===== config.mk =====
export PLATFORM = sky130hd
export DESIGN_NAME = apb_csr_ctrl
export DESIGN_NICKNAME = d
export VERILOG_FILES = /design/src/rtl/apb_csr_ctrl.sv
export SDC_FILE = /design/constraint.sdc
export NUM_CORES = 1
export LEC_CHECK = 0
export ABC_AREA = 1
export BUFFER_PORTS_ARGS = -buffer_cell sky130_fd_sc_hd__buf_2
export CELL_PAD_IN_SITES_DETAIL_PLACEMENT = 0
export CELL_PAD_IN_SITES_GLOBAL_PLACEMENT = 2
export CORE_ASPECT_RATIO = 2
export CORE_UTILIZATION = 31
export DETAILED_ROUTE_END_ITERATION = 12
export HOLD_SLACK_MARGIN = 0.03
export PLACE_DENSITY_LB_ADDON = 0.1
export REMOVE_ABC_BUFFERS = 1
export SLEW_MARGIN = 40
export SYNTH_ARGS = -nofsm -noshare
export SYNTH_HDL_FRONTEND = slang
export SYNTH_SLANG_ARGS = --single-unit

===== constraint.sdc =====
create_clock -name pclk -period 1.7 [get_ports pclk]
set_input_delay 0.34 -clock pclk [delete_from_list [all_inputs] [get_ports pclk]]
set_output_delay 0.34 -clock pclk [all_outputs]
set_load 0.05 [all_outputs]

===== src/rtl/apb_csr_ctrl.sv =====
// APB3 slave for an 8 x 8-bit CSR bank with an external 8:1 read mux and programmable wait states.
// Optional build macro CSR_LOCK_EN: reg6 bit0 becomes a sticky write-lock for regs 0..5.
module apb_csr_ctrl #(
  parameter int         WAIT_CYC = 1,
  parameter logic [7:0] ID_VAL   = 8'hA5,
  parameter int         PADDR_W  = 5
) (
  input  logic               pclk,
  input  logic               presetn,
  input  logic               psel,
  input  logic               penable,
  input  logic               pwrite,
  input  logic [PADDR_W-1:0] paddr,
  input  logic [7:0]         pwdata,
  output logic [7:0]         prdata,
  output logic               pready,
  output logic               pslverr,
  output logic [63:0]        csr_q,
  output logic [2:0]         csr_sel,
  output logic               csr_en,
  input  logic [7:0]         rd_data_i
);

  localparam logic [1:0] S_IDLE = 2'd0;
  localparam logic [1:0] S_WAIT = 2'd1;
  localparam logic [1:0] S_ACK  = 2'd2;

  typedef struct packed {
    logic               wr;
    logic [PADDR_W-1:0] addr;
    logic [7:0]         wdata;
  } req_t;

  req_t            req;
  logic [1:0]      state;
  logic [3:0]      cnt;
  logic [6:0][7:0] regs;
  logic [2:0]      idx;
  logic            hi_err;
  logic            lock_err;
  logic            err;

  assign idx = req.addr[4:2];

  if (PADDR_W > 5) begin : g_hi
    assign hi_err = |req.addr[PADDR_W-1:5];
  end else begin : g_nohi
    assign hi_err = 1'b0;
  end

`ifdef CSR_LOCK_EN
  assign lock_err = req.wr && regs[6][0] && (idx < 3'd6);
`else
  assign lock_err = 1'b0;
`endif

  assign err = (req.addr[1:0] != 2'b00) | hi_err | (req.wr && idx == 3'd7) | lock_err;

  // Register 7 has no storage; its mux slot is tied low and ID_VAL is substituted on read.
  assign csr_q = {8'h00, regs};

  always_ff @(posedge pclk or negedge presetn) begin
    if (!presetn) begin
      state   <= S_IDLE;
      req     <= '0;
      cnt     <= '0;
      regs    <= '0;
      csr_sel <= '0;
      csr_en  <= 1'b0;
      prdata  <= '0;
      pready  <= 1'b0;
      pslverr <= 1'b0;
    end else begin
      case (state)
        S_IDLE: begin
          if (psel && !penable) begin
            req     <= '{wr: pwrite, addr: paddr, wdata: pwdata};
            csr_sel <= paddr[4:2];
            csr_en  <= 1'b1;
            cnt     <= 4'(WAIT_CYC - 1);
            state   <= S_WAIT;
          end
        end
        S_WAIT: begin
          if (!psel) begin
            csr_en <= 1'b0;
            state  <= S_IDLE;
          end else if (cnt != 4'd0) begin
            cnt <= cnt - 4'd1;
          end else begin
            pready  <= 1'b1;
            pslverr <= err;
            prdata  <= (!req.wr && !err) ? ((idx == 3'd7) ? ID_VAL : rd_data_i) : 8'h00;
            state   <= S_ACK;
          end
        end
        S_ACK: begin
          pready  <= 1'b0;
          pslverr <= 1'b0;
          prdata  <= '0;
          csr_en  <= 1'b0;
          state   <= S_IDLE;
          // pslverr still holds this transfer's verdict here
          if (req.wr && !pslverr) begin
            for (int i = 0; i < 7; i++) begin
              if (idx == 3'(i)) begin
`ifdef CSR_LOCK_EN
                if (i == 6) regs[i] <= {req.wdata[7:1], regs[i][0] | req.wdata[0]};
                else
`endif
                regs[i] <= req.wdata;
              end
            end
          end
        end
        default: state <= S_IDLE;
      endcase
    end
  end

endmodule


Word-level counts from Yosys, hierarchy flattened
Index checks and enable logic that the tools add are counted.

Flip-flop bits (word level): 90. Input port bits: 26. Output and inout port bits: 78. Logic and storage cells: 83.

Add/subtract/negate cells: 1. Eq/ne operators: 15. Mux-type cells: 22. Bitwise logic cells: 1. Reductions and logical operators: 27.

Operator list (number): 8-bit two-way mux (4); 3-bit AND reduction (9); 8-bit one-hot mux with 2 select lines (1); 3-bit == test (second input constant) (4); 4-bit two-way mux (3); 2-bit != test (second input constant) (5); 4-bit one-hot mux with 2 select lines (1); 3-bit by 2-bit == test with 1-bit output (second input constant) (2); 1-bit two-way mux (6); 2-bit two-way mux (3); 2-bit nonzero test (3); 1-bit logical AND (4); 1-bit logical NOT (4); 1-bit one-hot mux with 2 select lines (2); 2-bit one-hot mux with 2 select lines (1); 2-bit AND reduction (2); 4-bit AND reduction (1); 4-bit nonzero test (1); 4-bit by 1-bit subtractor with 4-bit output (second input constant) (1); 3-bit by 1-bit == test with 1-bit output (second input constant) (1); 3-bit logical NOT (1); 3-bit != test (second input constant) (1); 1-bit one-hot mux with 3 select lines (1); 3-bit nonzero test (1); other kinds (4) (4).

Logic depth before layout (Yosys ltp)
Word-level depth: 9. Gate-level depth with buffers: 9. Gate-level depth less buffers: 9.

Least setup slack after synthesis
No wires, ideal clock.

Kind: flip-flop to flip-flop. Start point: reg state[0]. End point: reg regs, in the netlist csr_q[53]. Library setup time: 0.124 ns. Arrival: 1.385 ns. Data required time: 1.576 ns. Slack: 0.191 ns. Cell stages (with the launch flop): 9. Path buffers: 1. Clock period less this slack: 1.509 ns. Path through: dfrtp_1 > inv_1 > ha_1 > nand2_2 > nor2_8 > nand3_2 > buf_6 > nand2_1 > o21ai_2.

Word-level cells in the longest chain between the ends: 2.

RTL lines: start: declaration (line 35) `logic [1:0] state;`; start signal: assignment (line 64) `state <= S_IDLE;`; start signal: assignment (line 81) `state <= S_WAIT;`; start signal: assignment (line 87) `state <= S_IDLE;`; 2-bit == test (line 74) `case (state)`; 3-bit AND reduction (no source line); end signal: indexed assignment (line 111) `regs[i] <= req.wdata;`; end: declaration (line 37) `logic [6:0][7:0] regs;`.

Every way passes these cells. A chain may end at the register's enable or synchronous reset.

Worst setup path after layout
Start point: reg csr_sel[1]. End point: out csr_sel[1].

RTL lines: start: declaration (line 19) `output logic [2:0] csr_sel,`; start signal: assignment (line 78) `csr_sel <= paddr[4:2];`.

No word-level cell between the ends.

==> impl_metrics.yaml <==
clock_tree:
  cts_tree: "done"
  clk_latency_ps: 330
  numCtsBuffers: 9
  cts_root_buf: "clkbuf_16"
  cts.sinks: 87
  clk_pin_slew_ps: 60
  clockBufferDepth: 2
  htreeDepth: 3
floorplan:
  io_pins: 104
  die_x_microns: 79.11
  die_h_microns: 156.2
  core-area_sq_um: 11630
  dieArea_sq_um: 12360
  rows: 56
  start_util_pct: 31.69
synthesis:
  ys_seq_area_share_pct: 59.06
  synth_xor_area_share_pct: 0.2376
  synth_top_family_by_area: "simple AND/OR/NAND/NOR gates"
  synthMuxAreaShare_pct: 0
  synth-simple-area-share_pct: 19.21
  synth_top_area_share_pct: 59.06
  ys_seq_elements: 87
  ys_warn_count: 0
  yosys.cell_types.count: 23
  synthAdderAreaFrac_pct: 2.037
  syn_inst: 382
  yosys.area.top_type: "dfrtp_1"
  synth.area.top_cells: "dfrtp_1 59%, nand2_1 11%, o21ai_1 4.8%"
  synth_area_per_cell_sq_um: 9.649
  netlist_area_sq_um: 3686
  synth_compound_area_share_pct: 11.88
placed_design:
  dp_hpwl_microns: 6972
  place_area_sq_um: 4309
  portBuffers: 95
  gp_congestion: 0.8109
  dp_slack_ps: 70.74
detailed_routing:
  routed_wirelength_microns: 9547
  vias: 2910
  vias_per_cell: 4.547
  drt-wirelength-per-cell_microns: 14.92
  dr.first_iter.drc_count: 157
  route.detailed.drc: 0
  postRouteAntennaNets: 0
  dr.pass1.iters: 6
worst_setup_path:
  critPathKind: "reg2out"
  critPathArrivalTime_ps: 1260
  cp_slowest_cell: "dfrtp_1"
  max_stage_delay_ps: 580
  worstPathMaxFanout: 7
  cp_top_family: "flip-flops"
  end_kind: "output port"
  worstSetupStartpointType: "flip-flop"
  ff2ff_setup_slack_ps: 140
  required_ps: 1360
  cp_cell_sequence: "buf_2"
  critical_path_buf_inv_count: 1
layout:
  finalInstanceArea_sq_um: 4669
  areaGrowthSynthToFinish_pct: 26.68
  layout_commonest_cell: "nand2_1"
  layout-drive-gt1-share_pct: 31.52
  n_fill_cell: 1244
  antenna_cells: 0
  fin_nets: 523
  final_cell_mix: "110 x nand2_1, 94 x buf_2, 87 x dfrtp_1, 36 x o21ai_1, 25 x inv_1"
sta:
  setup_viol: 0
  fin_crit_ps: 1596
  rsz0062_at_grt: "false"
  finalMaxSlewViolations: 0
  fin_setup_tns_ps: 0
  hold_ws_ps: 249.4
  fin_crit_sh_pct: 93.86
  layout_setup_ws_ps: 104.5
  finalHoldViolations: 0
  fmax_mhz: 626.7
  skew_ps: 7.915
job:
  drv_cap: 0
global_routing:
  grt_max_degree: 35
  grt_pass1_wl_microns: 15010
  grt_overflow: 0
  grt_use_total_pct: 16.41
  grt_pass1_vias: 2886
  antenna_found_initial: 0
outcome:
  status: "complete, no violations"
min_path:
  min_path_type: "in2reg"
power_and_ir_drop:
  ir_drop_v: 0.0007794
  p_leak_uw: 0.002507
  power.density_nw_per_um2: 2242
[cells in the mapped netlist]
| library cell | count |
|---|---|
| inv_2 | 5 |
| nand2_1 | 110 |
| nand3_4 | 1 |
| buf_6 | 6 |
| nand4_4 | 1 |
| o21ai_2 | 14 |
| a21oi_1 | 12 |
| dfrtp_1 | 87 |
| buf_2 | 1 |
| buf_4 | 11 |
| nand3_2 | 5 |
| nand3_1 | 17 |
| o21ai_0 | 16 |
| ha_1 | 6 |
| nor2_1 | 22 |
| nor2_8 | 1 |
| xor2_1 | 1 |
| o21ai_1 | 35 |
| inv_1 | 25 |
| nand2_2 | 1 |
| nor2_2 | 2 |
| clkbuf_1 | 2 |
| conb_1 | 1 |
[through the flow]
step                cells  total power (uW)  util (%)
finish                640             10470     40.15
detailed placement    619              8680     37.05
floorplan             369              7189         -
global route          640             11140     40.15
CTS                   635             10540     39.46
global placement      619              8618     37.05
[layout make-up]
cell class | count | area [sq um] | area share, %
inverters | 30 | 112.6 | 2.412
clock buffers | 9 | 225.2 | 4.823
flip-flops and latches | 87 | 2177 | 46.62
well taps | 145 | 181.4 | 3.885
repair buffers | 110 | 634.4 | 13.59
multi-input cells | 253 | 1294 | 27.71
clock inverters | 6 | 45.04 | 0.9646
[cell families (layout without fill, tap and decap cells)]
logic type | after synthesis | in the layout
adder cells (fa/ha/maj) | 6 | 6
other | 1 | 8
flip-flops | 87 | 87
XOR/XNOR | 1 | 1
buffers and inverters | 50 | 155
AO/OA/AOI/OAI | 77 | 77
AND/OR/NAND/NOR | 160 | 161
[repair_timing]
action	CTS	global route
endpoints found under the setup margin	0	34
resized for setup	0	5
setup buffers	0	4
hold endpoints to repair	16	0
hold buffers	1	0
[power by group]
part	switching, uW	internal (uW)
clock	819	989
sequential	554	2900
combinational	4030	1180
total	5400	5070
[flip-flops by register name, summed over array words and instances, names as in the netlist]
register / count
state: 2
pslverr: 1
csr_en: 1
cnt: 4
prdata: 8
csr_q: 56
pready: 1
req: 11
csr_sel: 3
[worst register-to-register path, stage by stage, from the launching register on]
cell     delay (ps)
dfrtp_1         380
buf_4           140
ha_1            220
nand2_1         110
inv_2            60
nand3_1         120
nand2_1         100
buf_4           160
nand3_1          90
nand2_1          60
[metal layers]
metal | global-route usage, % | wire (microns)
met3 | 2.857 | 340
met1 | 18.21 | 3699
met2 | 29.97 | 5314
met5 | 0 | 0
met4 | 7.100 | 192
[path summary, 6_finish.rpt]
path,startpoint,endpoint,cells after the start
max,csr_sel[1]$_DFFE_PN0P_,csr_sel[1],1
min,paddr[3],csr_sel[1]$_DFFE_PN0P_,3
max reg2reg,state[0]$_DFFE_PN0P_,prdata[6]$_DFFE_PN0P_,9
min reg2reg,pready$_DFFE_PN0P_,pready$_DFFE_PN0P_,2
max in group asynchronous,presetn,csr_sel[0]$_DFFE_PN0P_,3
min in group asynchronous,presetn,csr_q[43]$_DFFE_PN0P_,2
(Power assumes the default switching activity.)
